File: config.mk
export PLATFORM = sky130hd
export DESIGN_NAME = operand_loader
export DESIGN_NICKNAME = d
export VERILOG_FILES = /design/src/rtl/operand_loader.sv
export SDC_FILE = /design/constraint.sdc
export NUM_CORES = 1
export LEC_CHECK = 0
export CORE_MARGIN = 3
export CORE_UTILIZATION = 40
export CTS_CLUSTER_DIAMETER = 200
export DETAILED_ROUTE_END_ITERATION = 16
export PLACE_DENSITY = 0.66
export SETUP_SLACK_MARGIN = 0.3
export SKIP_CTS_REPAIR_TIMING = 1
export SLEW_MARGIN = 25
export SYNTH_ARGS = -nofsm -noshare
export SYNTH_HDL_FRONTEND = slang
export SYNTH_SLANG_ARGS = --single-unit
File: constraint.sdc
create_clock -name clk -period 2.1 [get_ports clk]
set_input_delay 0.21 -clock clk [delete_from_list [all_inputs] [get_ports clk]]
set_output_delay 0.21 -clock clk [all_outputs]
set_load 0.02 [all_outputs]
File: src/rtl/operand_loader.sv
// Assembles one ALU operation (A, B, opcode) from switches and a debounced button,
// presenting num1/num2/opcode atomically. Optional idle timeout: OPLOAD_TIMEOUT_EN.
module operand_loader #(
  parameter int unsigned DEBOUNCE_CYCLES = 250000,
  parameter int unsigned TIMEOUT_CYCLES  = 500000000
) (
  input  logic       clk,
  input  logic       rst_n,
  input  logic [3:0] sw,
  input  logic       btn,
  output logic [3:0] num1,
  output logic [3:0] num2,
  output logic       opcode,
  output logic       valid,
  output logic       commit,
  output logic [1:0] stage
);

  localparam int unsigned CW = $clog2(DEBOUNCE_CYCLES) + 1;
  localparam logic [CW-1:0] CNT_LAST = CW'(DEBOUNCE_CYCLES - 1);

  typedef enum logic [1:0] {
    S_A    = 2'd0,
    S_B    = 2'd1,
    S_OP   = 2'd2,
    S_SHOW = 2'd3
  } state_e;

  logic          btn_meta_q, btn_sync_q;
  logic [3:0]    sw_meta_q, sw_sync_q;
  logic          db_level_q, db_level_d;
  logic          db_level_dly_q;
  logic [CW-1:0] cnt_q, cnt_d;
  logic [CW-1:0] arm_cnt_q, arm_cnt_d;
  logic          armed_q, armed_d;
  state_e        state_q, state_d;
  logic [3:0]    a_shadow_q, a_shadow_d;
  logic [3:0]    b_shadow_q, b_shadow_d;
  logic [3:0]    num1_q, num1_d;
  logic [3:0]    num2_q, num2_d;
  logic          opcode_q, opcode_d;
  logic          valid_q, valid_d;
  logic          commit_q, commit_d;
  logic          press;

`ifdef OPLOAD_TIMEOUT_EN
  localparam int unsigned TW = $clog2(TIMEOUT_CYCLES) + 1;
  localparam logic [TW-1:0] TIMER_LAST = TW'(TIMEOUT_CYCLES - 1);
  logic [TW-1:0] timer_q, timer_d;
`else
  logic unused_timeout_param;
  assign unused_timeout_param = ^TIMEOUT_CYCLES;
`endif

  // Debounce: a new synced level must persist DEBOUNCE_CYCLES cycles to be accepted.
  always_comb begin
    db_level_d = db_level_q;
    cnt_d      = '0;
    if (btn_sync_q != db_level_q) begin
      if (cnt_q == CNT_LAST) begin
        db_level_d = ~db_level_q;
      end else begin
        cnt_d = cnt_q + 1'b1;
      end
    end
  end

  // Arming needs a full debounce period of low input, so a button held through
  // reset yields nothing until it is released and pressed again.
  always_comb begin
    armed_d   = armed_q;
    arm_cnt_d = '0;
    if (!armed_q && !btn_sync_q) begin
      if (arm_cnt_q == CNT_LAST) begin
        armed_d = 1'b1;
      end else begin
        arm_cnt_d = arm_cnt_q + 1'b1;
      end
    end
  end

  assign press = db_level_q & ~db_level_dly_q & armed_q;

  always_comb begin
    state_d    = state_q;
    a_shadow_d = a_shadow_q;
    b_shadow_d = b_shadow_q;
    num1_d     = num1_q;
    num2_d     = num2_q;
    opcode_d   = opcode_q;
    valid_d    = valid_q;
    commit_d   = 1'b0;
`ifdef OPLOAD_TIMEOUT_EN
    timer_d    = '0;
`endif
    case (state_q)
      S_A: if (press) begin
        a_shadow_d = sw_sync_q;
        state_d    = S_B;
      end
      S_B: if (press) begin
        b_shadow_d = sw_sync_q;
        state_d    = S_OP;
      end
      S_OP: if (press) begin
        num1_d   = a_shadow_q;
        num2_d   = b_shadow_q;
        opcode_d = sw_sync_q[0];
        valid_d  = 1'b1;
        commit_d = 1'b1;
        state_d  = S_SHOW;
      end
      default: if (press) begin
        state_d = S_A;
      end
    endcase
`ifdef OPLOAD_TIMEOUT_EN
    // Abandon a stale partial entry; committed outputs are left untouched.
    if ((state_q == S_B || state_q == S_OP) && !press) begin
      if (timer_q == TIMER_LAST) begin
        state_d    = S_A;
        a_shadow_d = '0;
        b_shadow_d = '0;
      end else begin
        timer_d = timer_q + 1'b1;
      end
    end
`endif
  end

  always_ff @(posedge clk or negedge rst_n) begin
    if (!rst_n) begin
      btn_meta_q     <= 1'b0;
      btn_sync_q     <= 1'b0;
      sw_meta_q      <= '0;
      sw_sync_q      <= '0;
      db_level_q     <= 1'b0;
      db_level_dly_q <= 1'b0;
      cnt_q          <= '0;
      arm_cnt_q      <= '0;
      armed_q        <= 1'b0;
      state_q        <= S_A;
      a_shadow_q     <= '0;
      b_shadow_q     <= '0;
      num1_q         <= '0;
      num2_q         <= '0;
      opcode_q       <= 1'b0;
      valid_q        <= 1'b0;
      commit_q       <= 1'b0;
`ifdef OPLOAD_TIMEOUT_EN
      timer_q        <= '0;
`endif
    end else begin
      btn_meta_q     <= btn;
      btn_sync_q     <= btn_meta_q;
      sw_meta_q      <= sw;
      sw_sync_q      <= sw_meta_q;
      db_level_q     <= db_level_d;
      db_level_dly_q <= db_level_q;
      cnt_q          <= cnt_d;
      arm_cnt_q      <= arm_cnt_d;
      armed_q        <= armed_d;
      state_q        <= state_d;
      a_shadow_q     <= a_shadow_d;
      b_shadow_q     <= b_shadow_d;
      num1_q         <= num1_d;
      num2_q         <= num2_d;
      opcode_q       <= opcode_d;
      valid_q        <= valid_d;
      commit_q       <= commit_d;
`ifdef OPLOAD_TIMEOUT_EN
      timer_q        <= timer_d;
`endif
    end
  end

  assign num1   = num1_q;
  assign num2   = num2_q;
  assign opcode = opcode_q;
  assign valid  = valid_q;
  assign commit = commit_q;
  assign stage  = state_q;

endmodule

**Word-level counts from Yosys, hierarchy flattened**

Cells that the tools add are included.

- Register bits: 72
- Latch bits: 0
- Bits in writable memories: 0
- Bits in read-only memories: 0
- Bits of input ports: 7
- Output and inout bits: 13
- Word-level logic and storage cells: 48
- Memories kept: 0

- $add $sub $neg: 2
- Multiply operators: 0
- Divide/modulo/power cells: 0
- Order comparisons: 0
- Equality and inequality tests: 5
- Shift-type cells: 0
- Multiplexer cells: 11
- Bitwise operators: 4
- Reduce and logical (&&, ||, !) cells: 9

Operators with widths:

| cell | count |
|---|---|
| 2-to-1 mux 19 bit | 4 |
| adder 19 x 1 -> 19 bit, second input constant | 2 |
| equality test 19 x 18 -> 1 bit, second input constant | 2 |
| AND reduction 2 bit | 5 |
| 2-to-1 mux 2 bit | 4 |
| one-hot mux 2 bit (3 select lines) | 1 |
| bitwise AND 1 bit | 2 |
| equality test 2 x 1 -> 1 bit, second input constant | 1 |
| equality test 2 bit, second input constant | 1 |
| logical NOT 1 bit | 2 |
| logical NOT 2 bit | 1 |
| 2-to-1 mux 1 bit | 2 |
| inverter 1 bit | 2 |
| logical AND 1 bit | 1 |
| != test 1 bit | 1 |

**Logic depth before layout (Yosys ltp)**

- Depth in word-level cells: 5
- Gate-level depth with buffers: 6
- Depth with buffers taken out: 5

**Worst setup path after synthesis**

Ideal clock, no wire load.

- Path type: register -> register
- Start: register arm_cnt_q[9]
- End: register arm_cnt_q[16]
- Library setup time: 119 ps
- Arrival: 1690 ps
- Required time: 1981 ps
- Slack: 291 ps
- Stages on the path, launching flop included: 5
- Buffers on the path: 1
- Period minus slack after synthesis: 1809 ps
- Cell sequence: dfrtp_1 > or4_4 > o41ai_4 > buf_6 > nor2_1

- Cells in the longest elaborated chain, start to end: 3
- Elaborated cells on any way between the ends: 4
- Those cells by class: add/sub: 1; eq/ne: 1; mux: 2

Ends and longest elaborated chain:

| element | line | source |
|---|---|---|
| start, declared | 34 | `logic [CW-1:0] arm_cnt_q, arm_cnt_d;` |
| start signal, assigned | 161 | `arm_cnt_q <= arm_cnt_d;` |
| adder 19 x 1 -> 19 bit or equality test 19 x 18 -> 1 bit (tied branches) | 77, 74 |  |
| 2-to-1 mux 19 bit (*) | 74 | `if (arm_cnt_q == CNT_LAST) begin` |
| 2-to-1 mux 19 bit (*) | 73 | `if (!armed_q && !btn_sync_q) begin` |
| named net arm_cnt_d[16] | 34 |  |

The timed path passes the listed nets; every way through them passes the cells marked *.
A chain may end at the register's enable or synchronous reset.

**Final worst setup path**

- Start: register arm_cnt_q[10]
- End: register arm_cnt_q[7]

- Cells in the longest elaborated chain, start to end: 3

Ends and longest elaborated chain:

| element | line |
|---|---|
| equality test 19 x 18 -> 1 bit | 74 |
| 2-to-1 mux 19 bit | 74 |
| 2-to-1 mux 19 bit | 73 |
| named net arm_cnt_d[7] | 34 |

The timed path passes the listed nets, and every way through them passes these cells.

==> metrics.md <==
| Metric | Value |
|---|---|
| Flop2flop setup slack | 280 ps |
| Die H | 95.2 um |
| DR DRC count | 0 |
| Final Cycle Share | 0.869 |
| Hold path depth | 1 |
| Total congestion overflow | 0 |
| Peak supply drop | 266 uV |
| Worst-margin pin slew | 567 ps |
| Top cell type's share of synthesized area | 0.566 |
| GRT Total Usage | 0.137 |
| FF-to-FF Start | arm_cnt_q[10]$_DFF_PN0_ |
| FF-to-FF path depth | 5 |
| Clock Tree Buf Depth | 2 |
| GR Util met1 | 0.191 |
| Wirelength per Cell | 14.3 um |
| Drt pass-1 iters | 4 |
| Total CTS buffers | 9 |
| Largest net degree at the start of global routing | 47 |
| Seq/Total Area, Yosys | 0.566 |
| Clock root buffer | clkbuf_8 |
| Total power per unit cell area | 664 nW/um^2 |
| Crit-path cells | or4_4 > o41ai_4 > buf_6 > buf_12 > nor2_4 |
| Vias in the first global route | 2,022 |
| Syn Std Cell Area | 3180 um^2 |
| DPL Wire Length | 3800 um |
| Max Cap Viol | 0 |
| Min Clock Period, post-route | 1820 ps |
| CTS Sinks | 72 |
| WP data required | 2340 ps |
| WS Path Type | flop to flop |
| Core Region | 7490 um^2 |
| Yosys warnings | 0 |
| GP Congestion | 0.822 |
| Startpoint types | flop |
| WL final | 5970 um |
| RSZ-0062 raised after global routing | true |
| Hold Path Sink | sw_meta_q[2]$_DFF_PN0_ |
| # IOs | 20 |
| Layout area overhead | 25.4% |
| Arr. time, crit path | 2060 ps |
| Clock skew | 10.4 ps |
| Grt met2 use | 0.189 |
| CTS tree | yes |
| Vias/cell | 5.24 |
| IO Port Bufs | 19 |
| Share of cells above drive strength 1 | 0.286 |
| Global-route wire length before repair | 9480 um |
| Met3 GRT Util | 0.0458 |
| Max FO, Critical Path | 7 |
| Setup TNS Final | 0 ps |
| DRT antenna net count | 0 |
| Fillcell total | 642 |
| RR Endpoint | arm_cnt_q[7]$_DFF_PN0_ |
| LEAKAGE | 1.68 nW |
| Final Net Count | 326 |
| Die W | 95.2 um |
| Slew Limit Headroom | 0.622 |
| CTS clk-pin slew, worst paths | 80 ps |
| Final setup fails | 0 |
| Dominant cell type by area after synthesis | dfrtp_1 |
| N_diodes | 0 |
| Worst hold path class | input port to flop |
| Non-filler cells, final | 417 |
| Largest cells by area after synthesis | dfrtp_1 57%, mux2_2 6.4%, xnor2_1 5.0%, nor2_1 4.4%, nand4_1 3.7% |
| Die area | 9060 um^2 |
| Initial Util | 0.425 |
| Mapped Cells | 272 |
| Via Count | 2,185 |
| Outcome | finished, final reports clean |
| Crit end category | flop |
| Slowest CP cell | or4_4 |
| Cell Rows | 31 |
| Max Freq | 548 MHz |
| Total power | 0.00265 W |
| Global-route layer with the greatest usage | met1 |
| Synthesized area per cell | 11.7 um^2 |
| Initial antenna violation count | 0 |
| H-tree depth | 3 |
| Drt initial violations | 92 |
| Synth Register Bits | 72 |
| Count of pins over their slew limit | 0 |
| Crit path largest cell delay | 580 ps |
| Post-synth cell types | 32 |
| Worst hold start | sw[2] |
| Clk Latency, worst-skew pair | 350 ps |
| Post-Route Utilization | 0.533 |
| Cells after DPL | 392 |
| Fin. Hold Viols | 0 |
| Syn Nets | 285 |
[kinds of logic after synthesis]
| group | count (synthesis) | synth area share |
|---|---|---|
| AND/OR/NAND/NOR | 118 | 0.196 |
| flip-flops | 72 | 0.566 |
| XOR/XNOR | 31 | 0.0853 |
| multiplexers | 19 | 0.0668 |
| AO/OA/AOI/OAI | 13 | 0.0397 |
| buffers and inverters | 13 | 0.0228 |
| adder cells (fa/ha/maj) | 6 | 0.0236 |
[report_power, final]
| part | switching (W) | internal [W] |
|---|---|---|
| registers | 0.0000184 | 0.00140 |
| clock network | 0.000532 | 0.000584 |
| logic | 0.0000629 | 0.0000497 |
[layout by cell type (no fill, tap or decap), types with 11 or more instances in the layout]
master	count
nor2_1	23
nand4_1	19
nand3_1	14
nor2_4	11
clkdlybuf4s50_1	18
nand2_1	11
buf_4	12
dfrtp_1	66
xnor2_1	18
mux2_2	18
xor2_1	13
[sequential cells by signal, summed over array words and instances, names as in the netlist, 2 cells and up]
signal      cells
a_shadow_q      4
arm_cnt_q      19
b_shadow_q      4
cnt_q          19
num1            4
num2            4
stage           2
sw_meta_q       4
sw_sync_q       4
[per-layer routing]
metal | part of all wire | wire [um]
met1 | 0.48 | 2850
met5 | 0 | 0
met4 | 0.025 | 150
met3 | 0.045 | 268
met2 | 0.45 | 2690
[Yosys cell counts]
cell type   n
a21oi_1     3
nor2_1     37
and3_1      5
o31ai_1     1
and4_1      2
nor3_1      3
inv_1       6
buf_6       3
nand3_1    15
o21bai_1    2
ha_1        6
nand4_1    19
or4_4       2
mux2i_1     1
o41ai_4     2
dfrtp_1    72
o31a_1      1
buf_2       1
nor4_1     12
or2_2       2
clkbuf_1    3
nand2_1    11
nor4_2      1
nand3_2     1
mux2_2     18
xnor2_1    18
o21ai_0     3
nand2b_1    1
or3_1       5
o21ba_2     1
or4_1       2
xor2_1     13
[worst max path at each step]
stage,startpoint,endpoint,slack (ps),cells after the start
2_1_floorplan,arm_cnt_q[4]$_DFF_PN0_,arm_cnt_q[16]$_DFF_PN0_,310,6
3_3_place_gp,arm_cnt_q[0]$_DFF_PN0_,arm_cnt_q[18]$_DFF_PN0_,250,5
3_5_place_dp,arm_cnt_q[0]$_DFF_PN0_,arm_cnt_q[18]$_DFF_PN0_,180,5
4_1_cts,arm_cnt_q[0]$_DFF_PN0_,arm_cnt_q[18]$_DFF_PN0_,170,5
5_1_grt,arm_cnt_q[0]$_DFF_PN0_,arm_cnt_q[12]$_DFF_PN0_,210,6
6_report,arm_cnt_q[10]$_DFF_PN0_,arm_cnt_q[7]$_DFF_PN0_,280,5
[critical path: cells and delay by family, from the launching register on]
kind                   cells  cell delay (ps)
AOI/OAI and AO/OA          1              340
buffers and inverters      2              320
DFF                        1              430
and+or+nand+nor            2              620
[metrics by stage]
step                      hold WS [ps]  area [um^2]  worst slack [ps]
after floorplan                  -85.6         3180               307
after global placement             232         3510               250
final                              294         3990               276
after detailed placement           237         3510               176
after global routing               283         3990               209
after CTS                         -158         3710               171
[cell type report]
type | count | area, um^2 | area share
clock buffer | 10 | 138 | 0.0345
clock inverter | 6 | 67.6 | 0.0169
inverter | 6 | 22.5 | 0.00564
multi-input combinational | 187 | 1480 | 0.370
sequential | 72 | 1810 | 0.453
tap | 99 | 124 | 0.0310
timing repair buffer | 37 | 354 | 0.0887
Note: power is estimated with default switching activity, not from simulation.
